<file path="config.mk">
export PLATFORM = sky130hd
export DESIGN_NAME = spi_reg_responder
export DESIGN_NICKNAME = d
export VERILOG_FILES = /design/src/rtl/spi_reg_responder.sv
export SDC_FILE = /design/constraint.sdc
export NUM_CORES = 1
export LEC_CHECK = 0
export CAP_MARGIN = 5
export CORE_ASPECT_RATIO = 1.75
export CORE_UTILIZATION = 45
export CTS_CLUSTER_SIZE = 30
export DETAILED_ROUTE_END_ITERATION = 10
export PLACE_DENSITY = 0.69
export SKIP_CTS_REPAIR_TIMING = 1
export SYNTH_ARGS = -nofsm -noshare
export SYNTH_HDL_FRONTEND = slang
export SYNTH_SLANG_ARGS = --single-unit
</file>
<file path="constraint.sdc">
create_clock -name sysclk -period 2.2 [get_ports sysclk]
set_input_delay 0.44 -clock sysclk [delete_from_list [all_inputs] [get_ports sysclk]]
set_output_delay 0.44 -clock sysclk [all_outputs]
set_load 0.02 [all_outputs]
</file>
<file path="src/rtl/spi_reg_responder.sv">
// SPI mode-0 responder exposing a small register file (ID, status, control bytes, error counter).
// SCK, MOSI and CS are oversampled on sysclk; all decoding uses the synchronised copies.
module spi_reg_responder #(
    parameter logic [7:0]  DEVICE_ID   = 8'hC6,
    parameter int unsigned NUM_CTRL    = 4,
    parameter logic [7:0]  CTRL_RESET  = 8'h00,
    parameter int unsigned SYNC_STAGES = 2
) (
    input  logic                  sysclk,
    input  logic                  reset_INV,
    input  logic                  spi_clk,
    input  logic                  spi_mosi,
    input  logic                  spi_cs_INV,
    output logic                  spi_miso,
    input  logic [7:0]            status_in,
    output logic [8*NUM_CTRL-1:0] ctrl_regs,
    output logic                  wr_strobe,
    output logic [6:0]            wr_addr,
    output logic [7:0]            err_count
);

    typedef enum logic [2:0] {WAIT_DESEL, IDLE, CMD, DATA, DONE} state_t;

    logic [SYNC_STAGES-1:0] sck_sync, mosi_sync, cs_sync;
    logic                   sck_s, mosi_s, cs_s, sck_d, cs_d;
    logic                   sck_rise, sck_fall, cs_rise, cs_fall;

    state_t                 state, state_nxt;
    logic [4:0]             bit_cnt, bit_cnt_nxt;
    logic [6:0]             shift, shift_nxt;
    logic [7:0]             rd_shift, rd_shift_nxt;
    logic                   is_read, is_read_nxt;
    logic [6:0]             addr, addr_nxt;
    logic                   miso_nxt, wr_strobe_nxt;
    logic [6:0]             wr_addr_nxt;
    logic [7:0]             err_nxt, rd_byte;
    logic [8*NUM_CTRL-1:0]  ctrl_nxt;
    logic [7:0]             sample;

    // CS synchroniser resets to "selected" so a frame in flight at reset release is skipped.
    always_ff @(posedge sysclk or negedge reset_INV) begin
        if (!reset_INV) begin
            sck_sync  <= '0;
            mosi_sync <= '0;
            cs_sync   <= '0;
            sck_d     <= 1'b0;
            cs_d      <= 1'b0;
        end else begin
            sck_sync  <= {sck_sync[SYNC_STAGES-2:0], spi_clk};
            mosi_sync <= {mosi_sync[SYNC_STAGES-2:0], spi_mosi};
            cs_sync   <= {cs_sync[SYNC_STAGES-2:0], spi_cs_INV};
            sck_d     <= sck_s;
            cs_d      <= cs_s;
        end
    end

    assign sck_s    = sck_sync[SYNC_STAGES-1];
    assign mosi_s   = mosi_sync[SYNC_STAGES-1];
    assign cs_s     = cs_sync[SYNC_STAGES-1];
    assign sck_rise = sck_s & ~sck_d;
    assign sck_fall = ~sck_s & sck_d;
    assign cs_rise  = cs_s & ~cs_d;
    assign cs_fall  = ~cs_s & cs_d;
    assign sample   = {shift, mosi_s};

    always_comb begin
        rd_byte = '0;
        if (sample[6:0] == 7'd0)
            rd_byte = DEVICE_ID;
        else if (sample[6:0] == 7'd1)
            rd_byte = status_in;
        else if (sample[6:0] == 7'(NUM_CTRL + 2))
            rd_byte = err_count;
        for (int unsigned k = 0; k < NUM_CTRL; k++)
            if (sample[6:0] == 7'(k + 2))
                rd_byte = ctrl_regs[8*k +: 8];
    end

    always_comb begin
        state_nxt     = state;
        bit_cnt_nxt   = bit_cnt;
        shift_nxt     = shift;
        rd_shift_nxt  = rd_shift;
        is_read_nxt   = is_read;
        addr_nxt      = addr;
        miso_nxt      = spi_miso;
        ctrl_nxt      = ctrl_regs;
        wr_strobe_nxt = 1'b0;
        wr_addr_nxt   = wr_addr;
        err_nxt       = err_count;
        case (state)
            WAIT_DESEL: begin
                miso_nxt = 1'b0;
                if (cs_s)
                    state_nxt = IDLE;
            end
            IDLE: begin
                miso_nxt = 1'b0;
                if (cs_fall) begin
                    state_nxt   = CMD;
                    bit_cnt_nxt = '0;
                    shift_nxt   = '0;
                end
            end
            CMD: begin
                if (cs_rise) begin
                    miso_nxt  = 1'b0;
                    state_nxt = IDLE;
                    if (bit_cnt != 5'd0 && err_count != 8'hFF)
                        err_nxt = err_count + 8'd1;
                end else if (sck_rise) begin
                    bit_cnt_nxt = bit_cnt + 5'd1;
                    shift_nxt   = sample[6:0];
                    if (bit_cnt == 5'd7) begin
                        is_read_nxt  = sample[7];
                        addr_nxt     = sample[6:0];
                        rd_shift_nxt = sample[7] ? rd_byte : 8'h00;
                        state_nxt    = DATA;
                    end
                end
            end
            DATA: begin
                if (cs_rise) begin
                    miso_nxt  = 1'b0;
                    state_nxt = IDLE;
                    if (err_count != 8'hFF)
                        err_nxt = err_count + 8'd1;
                end else if (sck_rise) begin
                    bit_cnt_nxt = (bit_cnt < 5'd16) ? bit_cnt + 5'd1 : bit_cnt;
                    shift_nxt   = sample[6:0];
                    if (bit_cnt == 5'd15) begin
                        miso_nxt  = 1'b0;
                        state_nxt = DONE;
                        if (!is_read)
                            for (int unsigned k = 0; k < NUM_CTRL; k++)
                                if (addr == 7'(k + 2)) begin
                                    ctrl_nxt[8*k +: 8] = sample;
                                    wr_strobe_nxt      = 1'b1;
                                    wr_addr_nxt        = addr;
                                end
                    end
                end else if (sck_fall) begin
                    miso_nxt     = rd_shift[7];
                    rd_shift_nxt = {rd_shift[6:0], 1'b0};
                end
            end
            DONE: begin
                miso_nxt = 1'b0;
                if (cs_rise)
                    state_nxt = IDLE;
            end
            default: state_nxt = WAIT_DESEL;
        endcase
    end

    always_ff @(posedge sysclk or negedge reset_INV) begin
        if (!reset_INV) begin
            state     <= WAIT_DESEL;
            bit_cnt   <= '0;
            shift     <= '0;
            rd_shift  <= '0;
            is_read   <= 1'b0;
            addr      <= '0;
            spi_miso  <= 1'b0;
            ctrl_regs <= {NUM_CTRL{CTRL_RESET}};
            wr_strobe <= 1'b0;
            wr_addr   <= '0;
            err_count <= '0;
        end else begin
            state     <= state_nxt;
            bit_cnt   <= bit_cnt_nxt;
            shift     <= shift_nxt;
            rd_shift  <= rd_shift_nxt;
            is_read   <= is_read_nxt;
            addr      <= addr_nxt;
            spi_miso  <= miso_nxt;
            ctrl_regs <= ctrl_nxt;
            wr_strobe <= wr_strobe_nxt;
            wr_addr   <= wr_addr_nxt;
            err_count <= err_nxt;
        end
    end

endmodule

</file>
# == After elaboration in Yosys (flattened, before gate mapping) ==
# Cells that the tools add are included.
# classes
n_eq_ne,40
magnitude_cmp,1
bitwise,10
reduce_logical,23
add_sub_neg,2
mux,60
# ops
cell,n
8-bit 2-to-1 mux,18
7-bit 2-to-1 mux,7
7-bit by 3-bit == test with 1-bit output (second input constant),5
2-bit inequality test (second input constant),16
8-bit case mux with 2 select lines,2
5-bit 2-to-1 mux,6
6-bit AND reduction,5
7-bit by 2-bit == test with 1-bit output (second input constant),4
3-bit 2-to-1 mux,9
7-bit AND reduction,3
3-bit case mux with 5 select lines,1
5-bit case mux with 3 select lines,1
1-bit 2-to-1 mux,14
7-bit case mux with 2 select lines,1
3-bit inequality test (second input constant),4
4-bit AND reduction,3
8-bit by 1-bit adder with 8-bit output (second input constant),1
4-bit inequality test (second input constant),2
8-bit inequality test (second input constant),1
7-bit by 1-bit == test with 1-bit output (second input constant),1
7-bit zero test,1
3-bit by 2-bit == test with 1-bit output (second input constant),2
1-bit inverter,6
3-bit nonzero test,2
17 further kinds,21
# totals
output_inout_bits,49
register_bits,88

# == Depth between registers and ports, before layout ==
# Gate-level depths: netlist of run 1.
# logic_depth
ltp_word,13
depth_mapped,9
depth_no_buf,8

# == Worst setup path after synthesis of run 1 ==
# Ideal clock, no wire load.
# synth_path
path_type,reg-to-reg
start,register bit_cnt[0]
end,register ctrl_regs[10]
t_arrival_ps,2092
stages_incl_launch_ff,9
slack_ps,-17
path_buffers,1
setup_ps,125
required_time_ps,2075
path_cell_list,dfrtp_1 -> ha_1 -> and3_1 -> ha_1 -> nor2b_1 -> nand4_4 -> or3_1 -> buf_6 -> mux2_4
# synth_between
elab_chain_len,2
# synth_lines
element,line,text
"start, declared",29,"logic [4:0] bit_cnt, bit_cnt_nxt;"
"start signal, assigned",171,bit_cnt <= bit_cnt_nxt;
5-bit by 4-bit == test with 1-bit output,131,if (bit_cnt == 5'd15) begin
6-bit AND reduction (no source line),n/a,
"end signal, assigned",165,ctrl_regs <= {NUM_CTRL{CTRL_RESET}};
"end signal, assigned",177,ctrl_regs <= ctrl_nxt;
"end, declared",16,"output logic [8*NUM_CTRL-1:0] ctrl_regs,"
# Every way passes these cells.
# A chain may end at the register's enable or synchronous reset.

# == Worst setup path in the final report of run 1 ==
# layout_path
start,register bit_cnt[0]
end,register ctrl_regs[11]
# Same word-level chain as after synthesis.

==> results of run 1 <==
## synthesized netlist by cell type, drive strengths merged, types with 3 or more instances
cell,count,share of area
a31oi,4,0.0059
nand3b,4,0.0071
nand3,5,0.0059
xor2,6,0.012
a2bb2oi,4,0.0083
a221oi,4,0.0083
buf,10,0.014
nor3,8,0.015
nand4,4,0.0095
a32oi,6,0.012
a21o,4,0.0071
o2bb2ai,4,0.0083
ha,6,0.018
o221ai,3,0.0062
nor2,19,0.017
clkbuf,8,0.0071
a21oi,17,0.020
mux2i,5,0.012
inv,12,0.011
nand2b,7,0.010
dfrtp,88,0.52
nor2b,9,0.013
nand2,43,0.038
o31ai,3,0.0053
o21ai,29,0.034
mux2,42,0.12
## critical path, cell delays in order, from the launching register on
cell and delay (ns):
sky130_fd_sc_hd__dfrtp_1 0.34, sky130_fd_sc_hd__ha_1 0.16, sky130_fd_sc_hd__and3_1 0.16, sky130_fd_sc_hd__ha_2 0.18
sky130_fd_sc_hd__nor2b_4 0.17, sky130_fd_sc_hd__nand4_4 0.16, sky130_fd_sc_hd__or3_4 0.46, sky130_fd_sc_hd__mux2_4 0.33
## per-layer routing
metal  vias to the layer above  part of all wire  wire (um)  global-route usage
met5                         -                 0          0                   0
met4                         0             0.045        475              0.1394
met3                        35             0.037        395             0.05097
met2                       102              0.52       5535              0.4144
met1                      1613              0.39       4180              0.2597
li1                       1526                 -          -                   -
## cell families (layout without fill, tap and decap cells)
family,count (synthesis),in the layout
and+or+nand+nor,113,113
DFF,88,88
AOI/OAI and AO/OA,87,87
muxes,47,47
buffers and inverters,30,118
xor gates and xnor gates,7,7
adders and majority gates,6,6
## cell type report
class / instances / share of cell area
inverters: 12 / 0.008285
flip-flops and latches: 88 / 0.4051
clock buffers: 10 / 0.04212
well taps: 120 / 0.02762
multi-input cells: 260 / 0.3524
repair buffers: 90 / 0.1565
clock inverters: 6 / 0.008055
## stage by stage
step | util | total power, mW | setup WS, ns | hold WS, ns | TNS, ns
2_1_floorplan | - | 2.816 | 0.04277 | 0.1444 | 0
3_3_place_gp | 0.5630 | 3.298 | 0.03004 | 0.3335 | 0
3_5_place_dp | 0.5630 | 3.339 | -0.03507 | 0.3364 | -0.3826
4_1_cts | 0.5930 | 4.762 | -0.04749 | 0.05486 | -0.5344
5_1_grt | 0.5978 | 5.017 | -0.02097 | 0.07294 | -0.02097
6_report | 0.5978 | 4.747 | 0.1195 | 0.04289 | 0
## power groups by stage
stage | sequential [mW] | clock, mW | combinational, mW
6_report | 2.02 | 1.42 | 1.32
5_1_grt | 2.05 | 1.51 | 1.46
4_1_cts | 2.01 | 1.44 | 1.31
3_5_place_dp | 2.04 | 0 | 1.30
3_3_place_gp | 2.03 | 0 | 1.27
2_1_floorplan | 2.00 | 0 | 0.819
## worst max path at each step
stage                          start            end  slack (ns)  cells past startpoint
final                     bit_cnt[0]  ctrl_regs[11]        0.12                      7
after global routing      bit_cnt[0]       state[0]       -0.02                      8
after CTS                 bit_cnt[0]  ctrl_regs[11]       -0.05                      7
after detailed placement  bit_cnt[0]  ctrl_regs[11]       -0.04                      7
after global placement    bit_cnt[0]  ctrl_regs[26]        0.03                      7
after floorplan           bit_cnt[0]  ctrl_regs[10]        0.04                      8
## registers in the layout, indices dropped and copies added (netlist names)
| register | count |
|---|---|
| addr | 7 |
| bit_cnt | 5 |
| cs_d | 1 |
| cs_sync | 2 |
| ctrl_regs | 32 |
| err_count | 8 |
| is_read | 1 |
| mosi_sync | 2 |
| rd_shift | 8 |
| sck_d | 1 |
| sck_sync | 2 |
| shift | 7 |
| spi_miso | 1 |
| state | 3 |
| wr_addr | 7 |
| wr_strobe | 1 |
==> run metrics, run 1 <==
# Max-Cap Violations=0; startpoint class of the critical path=register; # IOs=62; diode count=0; area taken by flip-flops and latches=0.002202 mm2; share of flip-flops with an asynchronous set or reset=1.000; fillers=804; horizontal extent of the die=75.26 um; Detail Placement HPWL=7791 um; post-synth net total=397; highest-count cells in the layout ignoring fill and taps=sky130_fd_sc_hd__dfrtp_1 (88), sky130_fd_sc_hd__clkdlybuf4s50_1 (60), sky130_fd_sc_hd__nand2_1 (43); pin count of the biggest net entering global routing=37; portion of the post-synthesis area used by sequential elements=0.5210; most common cell after layout, fill and taps aside=sky130_fd_sc_hd__dfrtp_1; register-to-register setup slack=0.12 ns; most used flip-flop cell after synthesis=sky130_fd_sc_hd__dfrtp_1; number of warning messages in the yosys log=0; required time at the worst-slack endpoint=2.43 ns; biggest fanout along the worst timing path=9; standard cell core area=0.009094 mm2; final clock skew=0.007142 ns; normalized max-slew margin=0.7056; sequential group share of total power=0.424; adder-cell share of the synthesized area=0.01776; post-route antenna net violation count=0; worst reg2reg endpoint=ctrl_regs[11]; category of the worst setup path capture point=register; Tightest Pin Transition=0.4416 ns; netlist area before placement=0.004227 mm2; clock buffers created by TritonCTS=9; r2r worst-path depth=7; Logic pwr share=0.277; detail-routed net length per standard cell=18.07 um; multiplexer area fraction after synthesis=0.1362; placer's final routability congestion estimate=0.8308; Worst-path clk slew=0.06 ns; Sinks on Clock Net=88; critical path class=reg -> reg; internal power of the cells=3.170 mW; type of the worst min-delay path=in -> async; share of total power in the clock network=0.299; footprint of the multi-input gates=0.001916 mm2; Cell variety after synth=56; clock root cell=sky130_fd_sc_hd__clkbuf_16; number of H-tree branching levels=3; Period Utilization, post-route=0.9457; startpoint of the worst-slack reg-to-reg timing path=bit_cnt[0]; Overall Global Routing Usage=0.2381; number of buffers added on ports=61; leakage power summed over all cells=2.459 nW; CTS tree=built; total non-filler cell area in the finished layout=0.005436 mm2; IR Drop Worst-Case VDD=0.0004857 V; die footprint=0.009799 mm2; run status=completed; syn avg cell area=11.18 um2; violation count after the first detailed-routing iteration=196; final setup violating endpoints=0; synthesized instance count=378; fmax=0.4807 GHz; crit path DAT=2.31 ns; first-pass GRT wire length=16940 um; switching portion of total power=0.3322; largest family of logic cells by synthesized area=simple AND/OR/NAND/NOR gates; vias in the first global route=3286; Pre-Repair DR Iteration Count=4; DRC violations left=0; vias after detailed routing=3276; number of nets in the layout=480; Placed Area=0.005120 mm2; routed wire length=10590 um; share of synthesized cell area in and, or, nand and nor gates=0.1421; hold violation count in the final report=0; final critical-path required period=2.081 ns; Cell Rows=46; layout-stage area growth over the synthesis result=28.63%; number of flops mapped to enable cells by yosys=0; switching pwr=1.577 mW; # placed instances=569; layout cell share with drive strength beyond 1=0.2232; power density over the cells=873.3 mW/mm2; die height=130.2 um; fraction of synthesized cell area in xor and xnor cells=0.01451; source-to-sink clock delay at the later pin of the worst-skew pair=0.34 ns; number of antenna violations at the first check in global routing=0; number of pins exceeding their max-slew limit in the final report=0; grt ovf=0; flop and latch count out of synthesis=88; number of buffers between clock root and the deepest sink=2; Cell Count, Final, Fillers Out=586; fraction of the mapped netlist area in compound gates=0.1365; Vias/cell=5.590; Initial Util=0.4648
Power figures use the tool's default switching activity.
==> run 2: changes to the inputs <==
--- a/config.mk
+++ b/config.mk
@@ -8,8 +8,8 @@
 export CAP_MARGIN = 5
 export CORE_ASPECT_RATIO = 1.75
-export CORE_UTILIZATION = 45
+export CORE_UTILIZATION = 49
 export CTS_CLUSTER_SIZE = 30
 export DETAILED_ROUTE_END_ITERATION = 10
-export PLACE_DENSITY = 0.69
+export PLACE_DENSITY = 0.74
 export SKIP_CTS_REPAIR_TIMING = 1
 export SYNTH_ARGS = -nofsm -noshare
==> constraint.sdc (replaced) <==
create_clock -name sysclk -period 2.2 [get_ports sysclk]
set_input_delay 0.44 -clock sysclk [delete_from_list [all_inputs] [get_ports sysclk]]
set_output_delay 0.44 -clock sysclk [all_outputs]
set_load 0.01 [all_outputs]
==> run metrics, run 2 (same netlist as run 1, synthesis figures left out) <==
run status=completed; Detail Placement HPWL=7535 um; highest-count cells in the layout ignoring fill and taps=sky130_fd_sc_hd__dfrtp_1 (88), sky130_fd_sc_hd__clkdlybuf4s50_1 (60), sky130_fd_sc_hd__nand2_1 (43); switching pwr=1.581 mW; category of the worst setup path capture point=register; final clock skew=0.009429 ns; CTS tree=built; share of total power in the clock network=0.301; die height=124.9 um; post-route antenna net violation count=0; Vias/cell=5.628; switching portion of total power=0.3299; Period Utilization, post-route=0.9720; largest registers in the final layout=ctrl_regs x32, err_count x8, rd_shift x8; type of the worst min-delay path=in -> async; most common cell after layout, fill and taps aside=sky130_fd_sc_hd__dfrtp_1; detail-routed net length per standard cell=18.02 um; clock buffers created by TritonCTS=9; crit path DAT=2.36 ns; count of cell instances traversed by the critical path=9; critical path class=reg -> reg; hold violation count in the final report=0; layout cell share with drive strength beyond 1=0.2265; register-to-register setup slack=0.06 ns; violation count after the first detailed-routing iteration=277; first-pass GRT wire length=16930 um; Pre-Repair DR Iteration Count=4; number of buffers between clock root and the deepest sink=2; biggest fanout along the worst timing path=8; maximum single-stage delay on the critical path=0.36 ns; vias in the first global route=3428; buffering stage count on the worst path with inverters included=2; flip-flop count of the largest register, all copies and words added=32; cell chain of the critical path=ha_1 -> and3_1 -> ha_2 -> nor2b_4 -> nand4_4 -> buf_4 -> nor3_4 -> buf_6 -> mux2_2; startpoint class of the critical path=register; clock root cell=sky130_fd_sc_hd__clkbuf_16; # Max-Cap Violations=0; die footprint=0.009016 mm2; routed wire length=10510 um; pin count of the biggest net entering global routing=43; final setup violating endpoints=0; worst reg2reg endpoint=ctrl_regs[18]; Logic pwr share=0.279; fmax=0.4677 GHz; number of antenna violations at the first check in global routing=0; Sinks on Clock Net=88; standard cell core area=0.008313 mm2; source-to-sink clock delay at the later pin of the worst-skew pair=0.34 ns; Total Power=4.791 mW; Largest Register=ctrl_regs; worst setup margin=0.06170 ns; critical-path cell with the highest stage delay=sky130_fd_sc_hd__dfrtp_1; r2r worst-path depth=9; number of H-tree branching levels=3; Worst-path clk slew=0.06 ns; IR Drop Worst-Case VDD=0.0005886 V; Overall Global Routing Usage=0.2499; cell class contributing the biggest share of worst-path delay=simple AND/OR/NAND/NOR gates; Placement Setup Slack=-0.01559 ns; number of nets in the layout=482; layout-stage area growth over the synthesis result=29.48%; internal power of the cells=3.210 mW; startpoint of the worst-slack reg-to-reg timing path=bit_cnt[0]; power density over the cells=875.4 mW/mm2; number of pins exceeding their max-slew limit in the final report=0; DRC violations left=0; Tightest Pin Transition=0.5472 ns; diode count=0; Initial Util=0.5084; sequential group share of total power=0.420; # IOs=62; number of buffers added on ports=61; placer's final routability congestion estimate=0.9147; vias after detailed routing=3281; normalized max-slew margin=0.6352; leakage power summed over all cells=2.469 nW; final critical-path required period=2.138 ns; required time at the worst-slack endpoint=2.42 ns; grt ovf=0; horizontal extent of the die=72.21 um; Cell Rows=44
## run 2: worst max path at each step
stage / slack, ns / to / startpoint
2_1_floorplan: 0.04 / ctrl_regs[10] / bit_cnt[0]
3_3_place_gp: 0.05 / ctrl_regs[25] / bit_cnt[0]
3_5_place_dp: -0.02 / ctrl_regs[31] / bit_cnt[0]
5_1_grt: -0.05 / ctrl_regs[18] / bit_cnt[0]
6_report: 0.06 / ctrl_regs[18] / bit_cnt[0]
4_1_cts: -0.02 / ctrl_regs[31] / bit_cnt[0]
## run 2: power by group through the flow
stage / Combinational, mW / Clock [mW] / Sequential, mW
global placement: 1.25 / 0 / 2.02
detailed placement: 1.30 / 0 / 2.03
finish: 1.34 / 1.44 / 2.01
CTS: 1.31 / 1.46 / 2.00
floorplan: 0.819 / 0 / 1.97
global route: 1.47 / 1.53 / 2.03
## run 2: area by class of cell
type                            instances  area, um2
Timing Repair Buffer                   92      873.3
Tap cell                              115      143.9
Inverter                               12      45.04
Fill cell                             665       2840
Clock buffer                           10      239.0
Sequential cell                        88       2202
Multi-Input combinational cell        260       1926
Clock inverter                          6      43.79
## run 2: per-layer routing
layer,vias to the layer above,part of all wire,GRT usage
li1,1521,-,-
met1,1633,0.39,0.2792
met2,98,0.54,0.4299
met3,29,0.032,0.04531
met4,0,0.045,0.1476
met5,-,0,0
## run 2: through the flow
stage | cell area, um2 | instances | TNS [ns] | hold slack, ns | utilization
after detailed placement | 5134 | 565 | -0.06262 | 0.3347 | 0.6176
after global routing | 5473 | 583 | -0.5958 | 0.1161 | 0.6583
after floorplan | 4229 | 378 | 0 | 0.1444 | -
after global placement | 5134 | 565 | 0 | 0.3313 | 0.6176
final | 5473 | 583 | 0 | 0.07969 | 0.6583
after CTS | 5416 | 581 | -0.1364 | 0.09938 | 0.6516
==> run 3: changes to the inputs <==
CORE_UTILIZATION = 54   (was 49)
PLACE_DENSITY = 0.77   (was 0.74)
SLEW_MARGIN = 0   (was default)
clock period = 2.1 ns   (was 2.2 ns; I/O delays follow)
==> run metrics, run 3 (same netlist as run 1, synthesis figures left out) <==
setup tns final=-0.1252 ns; clock buffers created by TritonCTS=9; CTS tree=built; layout cell share with drive strength beyond 1=0.2384; biggest fanout along the worst timing path=8; die footprint=0.008199 mm2; vias in the first global route=3358; clock root cell=sky130_fd_sc_hd__clkbuf_16; detail-routed net length per standard cell=18.98 um; share of total power in the clock network=0.335; startpoint class of the critical path=register; setup repair after global routing missed its margin=true; normalized max-slew margin=0.6650; grt ovf=0; switching portion of total power=0.3123; pin count of the biggest net entering global routing=38; Detail Placement HPWL=7622 um; Cell Rows=42; final setup violating endpoints=9; power density over the cells=945.5 mW/mm2; leakage power summed over all cells=2.547 nW; die height=119.0 um; buffering stage count on the worst path with inverters included=2; largest registers in the final layout=ctrl_regs x32, err_count x8, rd_shift x8; critical path class=reg -> reg; Initial Util=0.5585; number of buffers added on ports=61; highest-count cells in the layout ignoring fill and taps=sky130_fd_sc_hd__dfrtp_1 (88), sky130_fd_sc_hd__clkdlybuf4s50_1 (60), sky130_fd_sc_hd__nand2_1 (43); most common cell after layout, fill and taps aside=sky130_fd_sc_hd__dfrtp_1; Largest Register=ctrl_regs; Overall Global Routing Usage=0.2832; # IOs=62; fmax=0.4714 GHz; Tightest Pin Transition=0.5025 ns; run status=complete, but fails checks; violation count after the first detailed-routing iteration=325; number of buffers between clock root and the deepest sink=2; IR Drop Worst-Case VDD=0.0006875 V; final clock skew=0.004553 ns; number of pins exceeding their max-slew limit in the final report=0; routed wire length=10670 um; switching pwr=1.659 mW; Pre-Repair DR Iteration Count=5; post-route antenna net violation count=0; hold violation count in the final report=0; crit path DAT=2.35 ns; critical-path cell with the highest stage delay=sky130_fd_sc_hd__dfrtp_1; horizontal extent of the die=68.88 um; standard cell core area=0.007567 mm2; fillers=528; source-to-sink clock delay at the later pin of the worst-skew pair=0.34 ns; diode count=0; Period Utilization, post-route=1.010; Vias/cell=5.954; final critical-path required period=2.121 ns; flip-flop count of the largest register, all copies and words added=32; layout-stage area growth over the synthesis result=32.92%; sequential group share of total power=0.391; vias after detailed routing=3346; DRC violations left=0; required time at the worst-slack endpoint=2.33 ns; number of antenna violations at the first check in global routing=0; category of the worst setup path capture point=register; Worst-path clk slew=0.06 ns; Total Power=5.312 mW; number of nets in the layout=488; placer's final routability congestion estimate=0.9174; cell chain of the critical path=ha_4 -> and3_4 -> ha_4 -> nor2b_4 -> nand4_4 -> buf_6 -> nor3_4 -> buf_12 -> mux2_4; Hold WS=0.04206 ns; violations in the final reports=negative setup slack; Logic pwr share=0.275; internal power of the cells=3.653 mW; first-pass GRT wire length=16700 um; number of H-tree branching levels=3; type of the worst min-delay path=in -> async; # Max-Cap Violations=0; maximum single-stage delay on the critical path=0.39 ns; worst setup margin=-0.02145 ns; cell repeated most along the worst path=sky130_fd_sc_hd__ha_4; cell class contributing the biggest share of worst-path delay=simple AND/OR/NAND/NOR gates; Sinks on Clock Net=88
==> run 3: stage by stage <==
step / utilization / instance area (um2) / cells / worst slack (ns)
5_1_grt: 0.7424 / 5618 / 562 / -0.09244
3_3_place_gp: 0.6819 / 5160 / 542 / 0.01438
6_report: 0.7424 / 5618 / 562 / -0.02145
2_1_floorplan: - / 4247 / 378 / 0.01409
4_1_cts: 0.7267 / 5499 / 558 / -0.04128
3_5_place_dp: 0.6819 / 5160 / 542 / -0.02171
==> run 3: layout make-up <==
| cell class | count | area (um2) | area share |
|---|---|---|---|
| flip-flops and latches | 88 | 2202 | 0.3920 |
| multi-input cells | 260 | 1983 | 0.3530 |
| repair buffers | 98 | 938.4 | 0.1670 |
| clock buffers | 11 | 252.7 | 0.04499 |
| well taps | 88 | 110.1 | 0.01960 |
| clock inverters | 5 | 86.33 | 0.01537 |
| inverters | 12 | 45.04 | 0.008018 |
==> run 3: final timing paths <==
path                                   start      endpoint  slack [ns]  cells after the start
max in group asynchronous          reset_INV       addr[6]        1.51                      2
worst min-delay path               reset_INV  err_count[0]        0.04                      1
worst max-delay path              bit_cnt[0]  ctrl_regs[4]       -0.02                      9
worst min register to register  mosi_sync[0]  mosi_sync[1]        0.35                      0
worst max register to register    bit_cnt[0]  ctrl_regs[4]       -0.02                      9
min in group sysclk             mosi_sync[0]  mosi_sync[1]        0.35                      0
==> run 3: power by group through the flow <==
stage / logic [mW] / registers (mW) / clock network, mW
after floorplan: 0.861 / 2.07 / 0
after global placement: 1.37 / 2.09 / 0
after detailed placement: 1.40 / 2.10 / 0
after CTS: 1.42 / 2.07 / 1.80
after global routing: 1.61 / 2.10 / 1.86
final: 1.46 / 2.08 / 1.78
==> run 3: layer usage <==
| layer | GRT usage | share of wire | routed length [um] |
|---|---|---|---|
| met1 | 0.3206 | 0.37 | 3899 |
| met2 | 0.4691 | 0.53 | 5667 |
| met3 | 0.06130 | 0.054 | 577 |
| met4 | 0.1633 | 0.049 | 522 |
| met5 | 0 | 0 | 0 |
